## config.mk

```make
export PLATFORM = sky130hd
export DESIGN_NAME = vx_mem_line_adapter
export DESIGN_NICKNAME = d
export VERILOG_FILES = /design/src/rtl/vx_mem_line_adapter.sv
export SDC_FILE = /design/constraint.sdc
export NUM_CORES = 1
export LEC_CHECK = 0
export BUFFER_PORTS_ARGS = -buffer_cell sky130_fd_sc_hd__buf_2
export CAP_MARGIN = 15
export CORE_MARGIN = 2
export CORE_UTILIZATION = 57
export DETAILED_ROUTE_END_ITERATION = 7
export HOLD_SLACK_MARGIN = 0.03
export PLACE_DENSITY = 0.86
export SLEW_MARGIN = 20
export SYNTH_ARGS = -nofsm -noshare
export SYNTH_HDL_FRONTEND = slang
export SYNTH_SLANG_ARGS = --single-unit
```

## constraint.sdc

```tcl
create_clock -name clk_i -period 6.6 [get_ports clk_i]
set_input_delay 0.33 -clock clk_i [delete_from_list [all_inputs] [get_ports clk_i]]
set_output_delay 0.33 -clock clk_i [all_outputs]
set_load 0.1 [all_outputs]
```

## src/rtl/vx_mem_line_adapter.sv

```systemverilog
// Purpose: splits one upstream cache-line request into LINE_WORDS single-word downstream requests and reassembles read data.
// Latency: 1 cycle capture, then one cycle per issued or skipped word, then collection of outstanding read responses, then 1 response cycle.
// Backpressure: one line in flight (up_req_ready_o only in IDLE); downstream request and upstream response hold stable until their ready.
module vx_mem_line_adapter #(
    parameter  int LINE_WORDS    = 4,
    parameter  int TAG_WIDTH_BIT = 1,
    localparam int IDXW          = $clog2(LINE_WORDS)
) (
    input  logic                      clk_i,
    input  logic                      rst_ni,
    // upstream line request
    input  logic                      up_req_valid_i,
    output logic                      up_req_ready_o,
    input  logic                      up_req_rw_i,
    input  logic [31:0]               up_req_addr_i,
    input  logic [4*LINE_WORDS-1:0]   up_req_byteen_i,
    input  logic [32*LINE_WORDS-1:0]  up_req_data_i,
    input  logic [TAG_WIDTH_BIT-1:0]  up_req_tag_i,
    // upstream line response
    output logic                      up_rsp_valid_o,
    input  logic                      up_rsp_ready_i,
    output logic [32*LINE_WORDS-1:0]  up_rsp_data_o,
    output logic [TAG_WIDTH_BIT-1:0]  up_rsp_tag_o,
    // downstream word request
    output logic                      dn_req_valid_o,
    input  logic                      dn_req_ready_i,
    output logic                      dn_req_rw_o,
    output logic [31:0]               dn_req_addr_o,
    output logic [3:0]                dn_req_byteen_o,
    output logic [31:0]               dn_req_data_o,
    output logic [IDXW-1:0]           dn_req_tag_o,
    // downstream word response
    input  logic                      dn_rsp_valid_i,
    output logic                      dn_rsp_ready_o,
    input  logic [31:0]               dn_rsp_data_i,
    input  logic [IDXW-1:0]           dn_rsp_tag_i
);

    localparam logic [1:0] ST_IDLE    = 2'd0;
    localparam logic [1:0] ST_ISSUE   = 2'd1;
    localparam logic [1:0] ST_COLLECT = 2'd2;
    localparam logic [1:0] ST_RESP    = 2'd3;

    localparam logic [IDXW:0]   CNT_FULL = (IDXW+1)'(LINE_WORDS);
    localparam logic [IDXW-1:0] IDX_LAST = IDXW'(LINE_WORDS - 1);

    logic [1:0]                 state_q,  state_d;
    logic                       rw_q,     rw_d;
    logic [31:0]                addr_q,   addr_d;
    logic [4*LINE_WORDS-1:0]    byteen_q, byteen_d;
    logic [32*LINE_WORDS-1:0]   data_q,   data_d;
    logic [TAG_WIDTH_BIT-1:0]   tag_q,    tag_d;
    logic [IDXW-1:0]            idx_q,    idx_d;
    logic [IDXW:0]              cnt_q,    cnt_d;
    logic [32*LINE_WORDS-1:0]   line_q,   line_d;

    logic        in_issue;
    logic [3:0]  cur_be;
    logic [31:0] cur_dat;
    logic        word_skip;
    logic        word_done;
    logic        rsp_fire;

    // Current word selection and handshake qualifiers; all outputs are gated to zero outside their owning state.
    always_comb begin
        in_issue  = (state_q == ST_ISSUE);
        cur_be    = byteen_q[4*int'(idx_q) +: 4];
        cur_dat   = data_q[32*int'(idx_q) +: 32];
        // Write words with no enabled bytes carry nothing, so they retire without a downstream request.
        word_skip = rw_q && (cur_be == 4'h0);
        word_done = in_issue && (word_skip || dn_req_ready_i);

        up_req_ready_o  = (state_q == ST_IDLE);

        dn_req_valid_o  = in_issue && !word_skip;
        dn_req_rw_o     = in_issue ? rw_q : 1'b0;
        dn_req_addr_o   = in_issue ? (addr_q + {{(30-IDXW){1'b0}}, idx_q, 2'b00}) : 32'h0;
        dn_req_byteen_o = in_issue ? cur_be : 4'h0;
        dn_req_data_o   = in_issue ? cur_dat : 32'h0;
        dn_req_tag_o    = in_issue ? idx_q : '0;

        // Read responses may arrive while later words are still being issued.
        dn_rsp_ready_o  = ((state_q == ST_ISSUE) || (state_q == ST_COLLECT)) && !rw_q;
        rsp_fire        = dn_rsp_ready_o && dn_rsp_valid_i;

        up_rsp_valid_o  = (state_q == ST_RESP);
        up_rsp_data_o   = (state_q == ST_RESP) ? line_q : '0;
        up_rsp_tag_o    = (state_q == ST_RESP) ? tag_q : '0;
    end

    // Next-state logic: line capture, word sequencing, response collection.
    always_comb begin
        state_d  = state_q;
        rw_d     = rw_q;
        addr_d   = addr_q;
        byteen_d = byteen_q;
        data_d   = data_q;
        tag_d    = tag_q;
        idx_d    = idx_q;
        cnt_d    = cnt_q;
        line_d   = line_q;

        // Duplicate indices overwrite and still count; the count saturates at a full line.
        if (rsp_fire) begin
            line_d[32*int'(dn_rsp_tag_i) +: 32] = dn_rsp_data_i;
            if (cnt_q != CNT_FULL) begin
                cnt_d = cnt_q + 1'b1;
            end
        end

        case (state_q)
            ST_IDLE: begin
                if (up_req_valid_i) begin
                    rw_d     = up_req_rw_i;
                    addr_d   = up_req_addr_i;
                    byteen_d = up_req_byteen_i;
                    data_d   = up_req_data_i;
                    tag_d    = up_req_tag_i;
                    idx_d    = '0;
                    cnt_d    = '0;
                    line_d   = '0;
                    state_d  = ST_ISSUE;
                end
            end
            ST_ISSUE: begin
                if (word_done) begin
                    if (idx_q == IDX_LAST) begin
                        if (rw_q) begin
                            state_d = ST_IDLE;
                        end else if (cnt_d == CNT_FULL) begin
                            state_d = ST_RESP;
                        end else begin
                            state_d = ST_COLLECT;
                        end
                    end else begin
                        idx_d = idx_q + 1'b1;
                    end
                end
            end
            ST_COLLECT: begin
                if (cnt_d == CNT_FULL) begin
                    state_d = ST_RESP;
                end
            end
            ST_RESP: begin
                if (up_rsp_ready_i) begin
                    state_d = ST_IDLE;
                end
            end
            default: begin
                state_d = ST_IDLE;
            end
        endcase
    end

    // State registers; reset abandons any line in flight.
    always_ff @(posedge clk_i or negedge rst_ni) begin
        if (!rst_ni) begin
            state_q  <= ST_IDLE;
            rw_q     <= 1'b0;
            addr_q   <= 32'h0;
            byteen_q <= '0;
            data_q   <= '0;
            tag_q    <= '0;
            idx_q    <= '0;
            cnt_q    <= '0;
            line_q   <= '0;
        end else begin
            state_q  <= state_d;
            rw_q     <= rw_d;
            addr_q   <= addr_d;
            byteen_q <= byteen_d;
            data_q   <= data_d;
            tag_q    <= tag_d;
            idx_q    <= idx_d;
            cnt_q    <= cnt_d;
            line_q   <= line_d;
        end
    end

endmodule

```

==> flow_summary.json, run 1 <==
{
  "outcome": "completed",
  "grt_pass1_vias": 12992,
  "synth_top_area_share_pct": 51.35,
  "setup_viol_count_final": 0,
  "tns_ns": 0,
  "grt_pass1_wl_um": 70510,
  "syn_area_mm2": 0.01525,
  "cp-start-kind": "flop",
  "fmax_mhz": 252.7,
  "ys_top_cells_by_area": "dfrtp_1 (51%), mux2_2 (13%), and2_1 (8.2%), mux4_2 (5.0%), nand3_1 (4.6%)",
  "synth_commonest_cells": "dfrtp_1 (313), and2_1 (200), mux2_2 (176)",
  "worstPathMaxFanout": 42,
  "gp_congestion": 0.9068,
  "worstPathCellList": "ha_1 > a21o_1 > nand3_1 > nor4_1 > xor2_1 > and2_1 > buf_2",
  "post-cts-setup-buffers": 0,
  "clk_latency_ns": 0.50,
  "fin_crit_ns": 3.958,
  "initial_core_util_pct": 58.36,
  "die-area_mm2": 0.02808,
  "peakVddDrop_v": 0.0002387,
  "numCtsBuffers": 34,
  "core_region_area_mm2": 0.02613,
  "ant_nets": 0,
  "slew_headroom_pct": 27.17,
  "p_per_area_mw_per_mm2": 221.6,
  "grt-ovfl-total": 0,
  "area_growth_pct": 23.64,
  "clk_pin_slew_worst_paths_ns": 0.06,
  "drt_iter0_markers": 1301,
  "tritoncts": "built",
  "layout-drive-gt1-share_pct": 40.36,
  "critPathCaptureType": "output port",
  "startpoint": "idx_q[1]$_DFFE_PN0P_",
  "fin_crit_sh_pct": 59.97,
  "tightest_slew_ns": 1.092,
  "num-nets-final": 1995,
  "synth_edf_count": 0,
  "synth_warnings": 0,
  "route.detailed.drc": 0,
  "avgSynthCellArea_um2": 10.94,
  "hp-start": "up_req_addr_i[7]",
  "grt_antenna_before_repair": 17,
  "synth_top_cell_by_area": "dfrtp_1",
  "rows": 59,
  "leakagePower_nw": 9.703,
  "post-synth-top-count-cell": "dfrtp_1",
  "critPathRequiredTime_ns": 6.27,
  "die_h_um": 167.6,
  "synth_cell_types": 46,
  "htreeDepth": 2,
  "dp_hpwl_um": 29340,
  "critical-path-max-stage-delay_ns": 1.08,
  "slew_viol_final": 0,
  "worst-endpoint-arrival_ns": 3.63,
  "num_io_pins": 422,
  "detail_route.first_pass.iterations": 5,
  "clock-sinks": 313,
  "clockRootBuffer": "clkbuf_16",
  "async_flop_share_pct": 100.0,
  "fillCellCount": 1785,
  "rsz0062_at_grt": "no",
  "fin_skew_ns": 0.01856,
  "hp-class": "input port to flop",
  "power.total_mw": 4.178,
  "r2r_start": "state_q[0]$_DFFE_PN0P_",
  "synthFlopType": "dfrtp_1",
  "io_buffer_count": 421,
  "grt_max_degree": 175,
  "wl_per_cell_um": 20.82,
  "grt.total_usage_pct": 31.70,
  "post_drt_via_cell_ratio": 5.883,
  "finalHoldViolations": 0,
  "cp_slowest_cell": "dfrtp_2",
  "die_x_um": 167.6,
  "netlist_instances": 1394,
  "seq_area_frac_synth_pct": 51.35,
  "syn-num-nets": 1627,
  "drv_cap": 0,
  "vias": 12584,
  "ys_seq_elements": 313,
  "crit_type": "flop to output port",
  "drt_wl_total_um": 44540,
  "clk_path_buf_depth": 3
}
-- layer usage --
layer  vias up  wire length [um]  global-route usage [%]  share of wire, %
li1       5570                 -                       -                 -
met1      6247             16280                   37.63                37
met2       617             22100                   53.00                50
met3       150              4105                   9.076               9.2
met4         0              2054                   16.18               4.6
met5         -                 0                       0                 0
-- worst max-delay path, delay by kind of cell (launching register included) --
| kind | cells | cell delay, ns |
|---|---|---|
| xor+xnor | 1 | 0.16 |
| simple gates | 3 | 1.03 |
| compound gates | 1 | 0.13 |
| fa+ha+maj | 1 | 0.30 |
| flops | 1 | 1.08 |
| buf+inv | 1 | 0.43 |
-- stage by stage --
step                worst slack (ns)  cell area, um^2  hold slack (ns)  cells  util (%)
finish                         2.642            18860          0.05933   2139     72.16
floorplan                      2.528            15250          0.03441   1394         -
global route                   2.349            18850          0.03931   2134     72.12
CTS                            2.605            18800          0.04454   2119     71.93
detailed placement             3.148            17540           0.3745   2060     67.14
global placement               3.215            17540           0.3736   2060     67.14
-- flip-flops by register name (all words and copies together), names as in the netlist, named ones only --
| signal | count |
|---|---|
| rw_q | 1 |
| tag_q | 1 |
| state_q | 1 |
| cnt_q | 3 |
| idx_q | 2 |
| byteen_q | 16 |
| data_q | 128 |
| line_q | 128 |
| addr_q | 32 |
-- cells by family after synthesis --
family / count (synthesis) / share of synthesized area, %
compound gates: 159 / 5.702
xor+xnor: 25 / 1.436
fa+ha+maj: 15 / 1.280
buf+inv: 123 / 3.167
flops: 313 / 51.35
mux: 214 / 18.38
simple gates: 545 / 18.68
-- cell usage in the layout, fill, tap and decap left out, types with 4 or more instances in the layout --
cell,synthesis,final
mux2_2,176,176
xor2_1,15,15
bufinv_16,0,8
nor2_1,7,7
buf_4,0,16
clkbuf_16,0,35
ha_1,14,12
clkbuf_8,0,5
xnor2_1,10,10
nor4_1,7,7
and4_1,4,4
a31oi_1,4,4
a21oi_1,129,129
buf_2,11,420
nand4_1,6,6
inv_1,14,14
o21ai_0,10,10
dfrtp_1,313,311
diode_2,0,20
nor3_1,9,8
clkinv_2,0,7
and2_1,200,199
nand3_1,141,141
mux4_2,34,34
nand2_1,152,151
-- final timing paths --
| path | to | slack [ns] | cells past startpoint |
|---|---|---|---|
| worst min-delay path | addr_q[7]$_DFFE_PN0P_ | 0.06 | 2 |
| min in group asynchronous | addr_q[18]$_DFFE_PN0P_ | 0.43 | 2 |
| worst max register to register | data_q[123]$_DFFE_PN0P_ | 3.68 | 5 |
| worst min register to register | byteen_q[7]$_DFFE_PN0P_ | 0.50 | 1 |
| worst max-delay path | dn_req_addr_o[25] | 2.64 | 7 |
| max in group asynchronous | line_q[33]$_DFF_PN0_ | 4.77 | 3 |
-- layout make-up --
class / instances / area [um^2] / area share (%)
diodes: 20 / 50.05 / 0.2654
clock buffers: 40 / 944.7 / 5.009
clock inverters: 18 / 299.0 / 1.586
inverters: 14 / 52.55 / 0.2787
multi-input cells: 958 / 6968 / 36.95
flip-flops and latches: 313 / 7835 / 41.55
well taps: 335 / 419.2 / 2.223
repair buffers: 441 / 2290 / 12.14
-- what timing repair did --
| item | CTS | global route |
|---|---|---|
| gates resized for setup | 0 | 0 |
| hold buffers | 1 | 0 |
| hold endpoints to repair | 86 | 0 |
-- report_power, final --
| part | leakage, nW | total [mW] | internal, mW | switching, mW |
|---|---|---|---|---|
| clock network | 0.613 | 2.11 | 1.33 | 0.777 |
| registers | 4.34 | 1.92 | 1.92 | 0 |
| logic | 4.75 | 0.148 | 0.0538 | 0.0941 |
Power figures use the tool's default switching activity.
==> inputs of run 2 (changes only) <==
Settings changed: CORE_UTILIZATION 57 to 53, PLACE_DENSITY 0.86 to 0.81.
Clock period 6.6 ns to 3.75 ns, I/O delays scaled along.
==> flow_summary.json, run 2 (same netlist as run 1, synthesis figures left out) <==
{
  "slew_viol_final": 0,
  "cp-start-kind": "flop",
  "grt_antenna_before_repair": 9,
  "clk_pin_slew_worst_paths_ns": 0.06,
  "clock-sinks": 313,
  "outcome": "completed",
  "worstPathMaxFanout": 41,
  "switching_share_pct": 22.47,
  "intPower_mw": 5.523,
  "fin_ws_ns": 0.2367,
  "grt-ovfl-total": 0,
  "gp_congestion": 0.9288,
  "post_drt_via_cell_ratio": 5.778,
  "drt_wl_total_um": 50830,
  "peakVddDrop_v": 0.0003983,
  "p_per_area_mw_per_mm2": 340.3,
  "p_switching_mw": 1.600,
  "finalHoldViolations": 0,
  "htreeDepth": 2,
  "p_clk_share_pct": 46.2,
  "die_h_um": 173.6,
  "critPathRequiredTime_ns": 3.56,
  "numCtsBuffers": 34,
  "fmax_mhz": 284.6,
  "grt.total_usage_pct": 33.60,
  "fin_crit_sh_pct": 93.69,
  "drv_cap": 0,
  "drt_iter0_markers": 1297,
  "final_common_cell": "buf_2",
  "power.total_mw": 7.124,
  "fin_crit_ns": 3.513,
  "postPlaceCellArea_mm2": 0.01771,
  "area_growth_pct": 37.24,
  "p_seq_share_pct": 47.4,
  "rows": 62,
  "layout_common_cells": "buf_2 (420), dfrtp_1 (311), dlygate4sd3_1 (211)",
  "grt_pass1_wl_um": 80300,
  "vias": 13850,
  "detail_route.first_pass.iterations": 6,
  "rsz0062_at_grt": "no",
  "holdWs_ns": 0.1102,
  "die-area_mm2": 0.03015,
  "final_util_pct": 73.33,
  "core_region_area_mm2": 0.02855,
  "tritoncts": "built",
  "fin_cells": 2397,
  "tightest_slew_ns": 1.033,
  "io_buffer_count": 421,
  "layout-drive-gt1-share_pct": 35.95,
  "clockRootBuffer": "clkbuf_16",
  "hp-class": "input port to flop",
  "clk_path_buf_depth": 3,
  "grt_pass1_vias": 14383,
  "clk_latency_ns": 0.51,
  "leakagePower_nw": 10.55,
  "num_io_pins": 422,
  "worst-endpoint-arrival_ns": 3.33,
  "route.detailed.drc": 0,
  "dp_hpwl_um": 29080,
  "setup_viol_count_final": 0,
  "wl_per_cell_um": 21.20,
  "final_area_mm2": 0.02093,
  "fin_skew_ns": 0.02258,
  "place_inst": 2115,
  "tns_ns": 0,
  "slew_headroom_pct": 30.84,
  "die_x_um": 173.6,
  "critPathCaptureType": "output port",
  "fillCellCount": 1857,
  "ant_nets": 0,
  "num-nets-final": 2211,
  "top_regs": "data_q x128, line_q x128, addr_q x32",
  "post-cts-setup-buffers": 0,
  "combinationalPowerShare_pct": 6.4,
  "place_ws_ns": 0.8391,
  "initial_core_util_pct": 53.43,
  "grt_max_degree": 130,
  "crit_type": "flop to output port"
}
run 2: layout make-up:
cell class / instances / area [um^2] / share of cell area (%)
diodes: 10 / 25.02 / 0.1195
inverters: 14 / 52.55 / 0.2510
multi-input cells: 958 / 6965 / 33.28
repair buffers: 657 / 4492 / 21.46
clock buffers: 46 / 935.9 / 4.471
clock inverters: 15 / 146.4 / 0.6993
well taps: 384 / 480.5 / 2.295
flip-flops and latches: 313 / 7835 / 37.43
run 2: power by group through the flow:
stage | registers (mW) | logic, mW | clock network, mW
5_1_grt | 3.37 | 0.490 | 3.48
6_report | 3.38 | 0.457 | 3.29
3_5_place_dp | 3.44 | 0.260 | 0
4_1_cts | 3.38 | 0.439 | 3.30
3_3_place_gp | 3.44 | 0.254 | 0
2_1_floorplan | 3.44 | 0.0301 | 0
run 2: worst max-delay path: stages, from the launching register on:
cell and delay (ns):
dfrtp_2 0.36, buf_4 0.51, fa_1 0.45, nand3_1 0.28, nor4b_1 0.48, xnor2_1 0.16, and2_1 0.13, buf_2 0.43
run 2: what timing repair did:
item,in CTS,in global routing
hold buffers,211,0
endpoints found under the hold margin,420,0
gates resized for setup,0,0
run 2: routing by layer:
| layer | global-route usage [%] | vias up | share of wire, % |
|---|---|---|---|
| met2 | 56.03 | 966 | 49 |
| met3 | 8.158 | 198 | 9.9 |
| met1 | 41.39 | 6686 | 36 |
| li1 | - | 5998 | - |
| met5 | 0 | - | 0.018 |
| met4 | 16.04 | 2 | 5.2 |
run 2: final timing paths:
check / slack [ns] / startpoint / cells past startpoint / to
hold / removal: 0.11 / up_req_valid_i / 3 / idx_q[0]$_DFFE_PN0P_
max in group asynchronous: 2.33 / rst_ni / 3 / data_q[41]$_DFFE_PN0P_
hold reg to reg: 0.51 / data_q[122]$_DFFE_PN0P_ / 1 / data_q[122]$_DFFE_PN0P_
min in group asynchronous: 0.36 / rst_ni / 2 / addr_q[15]$_DFFE_PN0P_
setup reg to reg: 1.26 / idx_q[1]$_DFFE_PN0P_ / 6 / idx_q[1]$_DFFE_PN0P_
setup / recovery: 0.24 / idx_q[1]$_DFFE_PN0P_ / 7 / dn_req_addr_o[24]
==> inputs of run 3 (changes only) <==
Settings changed: RECOVER_POWER from default to 50.
==> flow_summary.json, run 3 (same netlist as run 1, synthesis figures left out) <==
{
  "fin_crit_ns": 3.544,
  "critPathRequiredTime_ns": 4.14,
  "die_h_um": 173.6,
  "core_region_area_mm2": 0.02855,
  "p_seq_share_pct": 47.4,
  "setup_viol_count_final": 0,
  "num-nets-final": 2211,
  "layout_common_cells": "buf_2 (419), dfrtp_1 (311), dlygate4sd3_1 (211)",
  "path_buf_inv": 2,
  "clk_path_buf_depth": 3,
  "post-cts-setup-buffers": 0,
  "tightest_slew_ns": 2.839,
  "die-area_mm2": 0.03015,
  "gp_congestion": 0.9288,
  "switching_share_pct": 22.49,
  "tritoncts": "built",
  "grt_pass1_vias": 14383,
  "cts-resized-gates": 0,
  "area_growth_pct": 36.93,
  "drt_wl_total_um": 50900,
  "violations": "max-capacitance violations, max-slew violations",
  "leakagePower_nw": 10.53,
  "final_util_pct": 73.16,
  "p_per_area_mw_per_mm2": 341.1,
  "intPower_mw": 5.522,
  "postPlaceCellArea_mm2": 0.01771,
  "fin_skew_ns": 0.02141,
  "slew_viol_final": 120,
  "vias": 13904,
  "crit_type": "flop to flop",
  "p_switching_mw": 1.603,
  "final_common_cell": "buf_2",
  "hp-class": "input port to flop",
  "fin_cells": 2396,
  "ant_nets": 0,
  "worstPathCellList": "inv_1 > ha_1 > and2_0 > clkbuf_4 > mux2_2",
  "grt-ovfl-total": 0,
  "tns_ns": 0,
  "finalHoldViolations": 0,
  "clock-sinks": 313,
  "critPathCaptureType": "flop",
  "initial_core_util_pct": 53.43,
  "grt_max_degree": 130,
  "peakVddDrop_v": 0.0003988,
  "worstPathMaxFanout": 94,
  "critical-path-max-stage-delay_ns": 1.17,
  "numCtsBuffers": 34,
  "clk_latency_ns": 0.51,
  "p_clk_share_pct": 46.2,
  "layout-drive-gt1-share_pct": 35.55,
  "fin_crit_sh_pct": 94.52,
  "io_buffer_count": 421,
  "die_x_um": 173.6,
  "path_delay_family": "buffers and inverters",
  "detail_route.first_pass.iterations": 5,
  "fmax_mhz": 282.1,
  "htreeDepth": 2,
  "slew_headroom_pct": -89.25,
  "clk_pin_slew_worst_paths_ns": 0.06,
  "dp_hpwl_um": 29080,
  "worst-endpoint-arrival_ns": 3.93,
  "num_io_pins": 422,
  "final_area_mm2": 0.02089,
  "outcome": "finished, violations left",
  "grt.total_usage_pct": 33.60,
  "combinationalPowerShare_pct": 6.4,
  "top_regs": "data_q x128, line_q x128, addr_q x32",
  "post_drt_via_cell_ratio": 5.803,
  "place_inst": 2115,
  "grt_pass1_wl_um": 80300,
  "cp_slowest_cell": "clkbuf_4",
  "drv_cap": 1,
  "drt_iter0_markers": 1270,
  "cp-start-kind": "flop",
  "route.detailed.drc": 0,
  "rsz0062_at_grt": "no",
  "clockRootBuffer": "clkbuf_16",
  "grt_antenna_before_repair": 9,
  "rows": 62,
  "fillCellCount": 1865,
  "wl_per_cell_um": 21.24
}
-- run 3: changes by cell type in the layout (fill, tap and decap cells not counted), sizes merged --
| cell | previous run | this run |
|---|---|---|
| diode | 10 | 9 |
| buf | 446 | 438 |
| clkbuf | 46 | 54 |
-- run 3: path summary, 6_finish.rpt --
check	startpoint	to	slack, ns	cells past startpoint
min in group asynchronous	rst_ni	addr_q[15]$_DFFE_PN0P_	1.12	2
min	up_req_valid_i	idx_q[0]$_DFFE_PN0P_	0.11	3
max	state_q[0]$_DFFE_PN0P_	data_q[118]$_DFFE_PN0P_	0.21	5
max in group asynchronous	rst_ni	data_q[41]$_DFFE_PN0P_	0.71	3
min reg2reg	data_q[122]$_DFFE_PN0P_	data_q[122]$_DFFE_PN0P_	0.50	1
max reg2reg	state_q[0]$_DFFE_PN0P_	data_q[118]$_DFFE_PN0P_	0.21	5
-- run 3: power groups by stage --
stage,Clock [mW],Sequential (mW),Combinational (mW)
floorplan,0,3.44,0.0301
finish,3.29,3.38,0.456
CTS,3.30,3.38,0.439
global route,3.48,3.37,0.488
global placement,0,3.44,0.254
detailed placement,0,3.44,0.260
-- run 3: through the flow --
step	hold slack, ns	setup WS (ns)	total power [mW]
floorplan	-0.1081	0.04152	3.470
global placement	0.3291	0.8309	3.693
detailed placement	0.3448	0.8391	3.699
CTS	0.08435	0.2845	7.118
global route	0.1144	0.04037	7.342
finish	0.1107	0.2057	7.125
-- run 3: area by class of cell --
class                           instances  area, um^2  share of cell area [%]
Antenna cell                            9       22.52                  0.1078
Clock buffer                           46       935.9                   4.481
Clock inverter                         15       146.4                  0.7009
Inverter                               14       52.55                  0.2516
Multi-Input combinational cell        958        6963                   33.34
Sequential cell                       313        7835                   37.52
Tap cell                              384       480.5                   2.301
Timing Repair Buffer                  657        4449                   21.30
-- run 3: worst register-to-register path: cells and delay by family, from the launching register on --
family	cells	cell delay [ns]
AND/OR/NAND/NOR	1	0.96
flip-flops	1	0.42
adder cells (fa/ha/maj)	1	0.21
multiplexers	1	0.56
buffers and inverters	2	1.29
-- run 3: what timing repair did --
action | CTS | global route
hold endpoints to repair | 420 | 0
setup endpoints to repair | 0 | 0
hold buffers | 211 | 0
-- run 3: layer usage --
layer,GRT usage (%),up-vias,routed length [um]
li1,-,6002,-
met1,41.39,6790,18540
met2,56.03,899,24990
met3,8.158,211,4638
met4,16.04,2,2716
met5,0,-,9
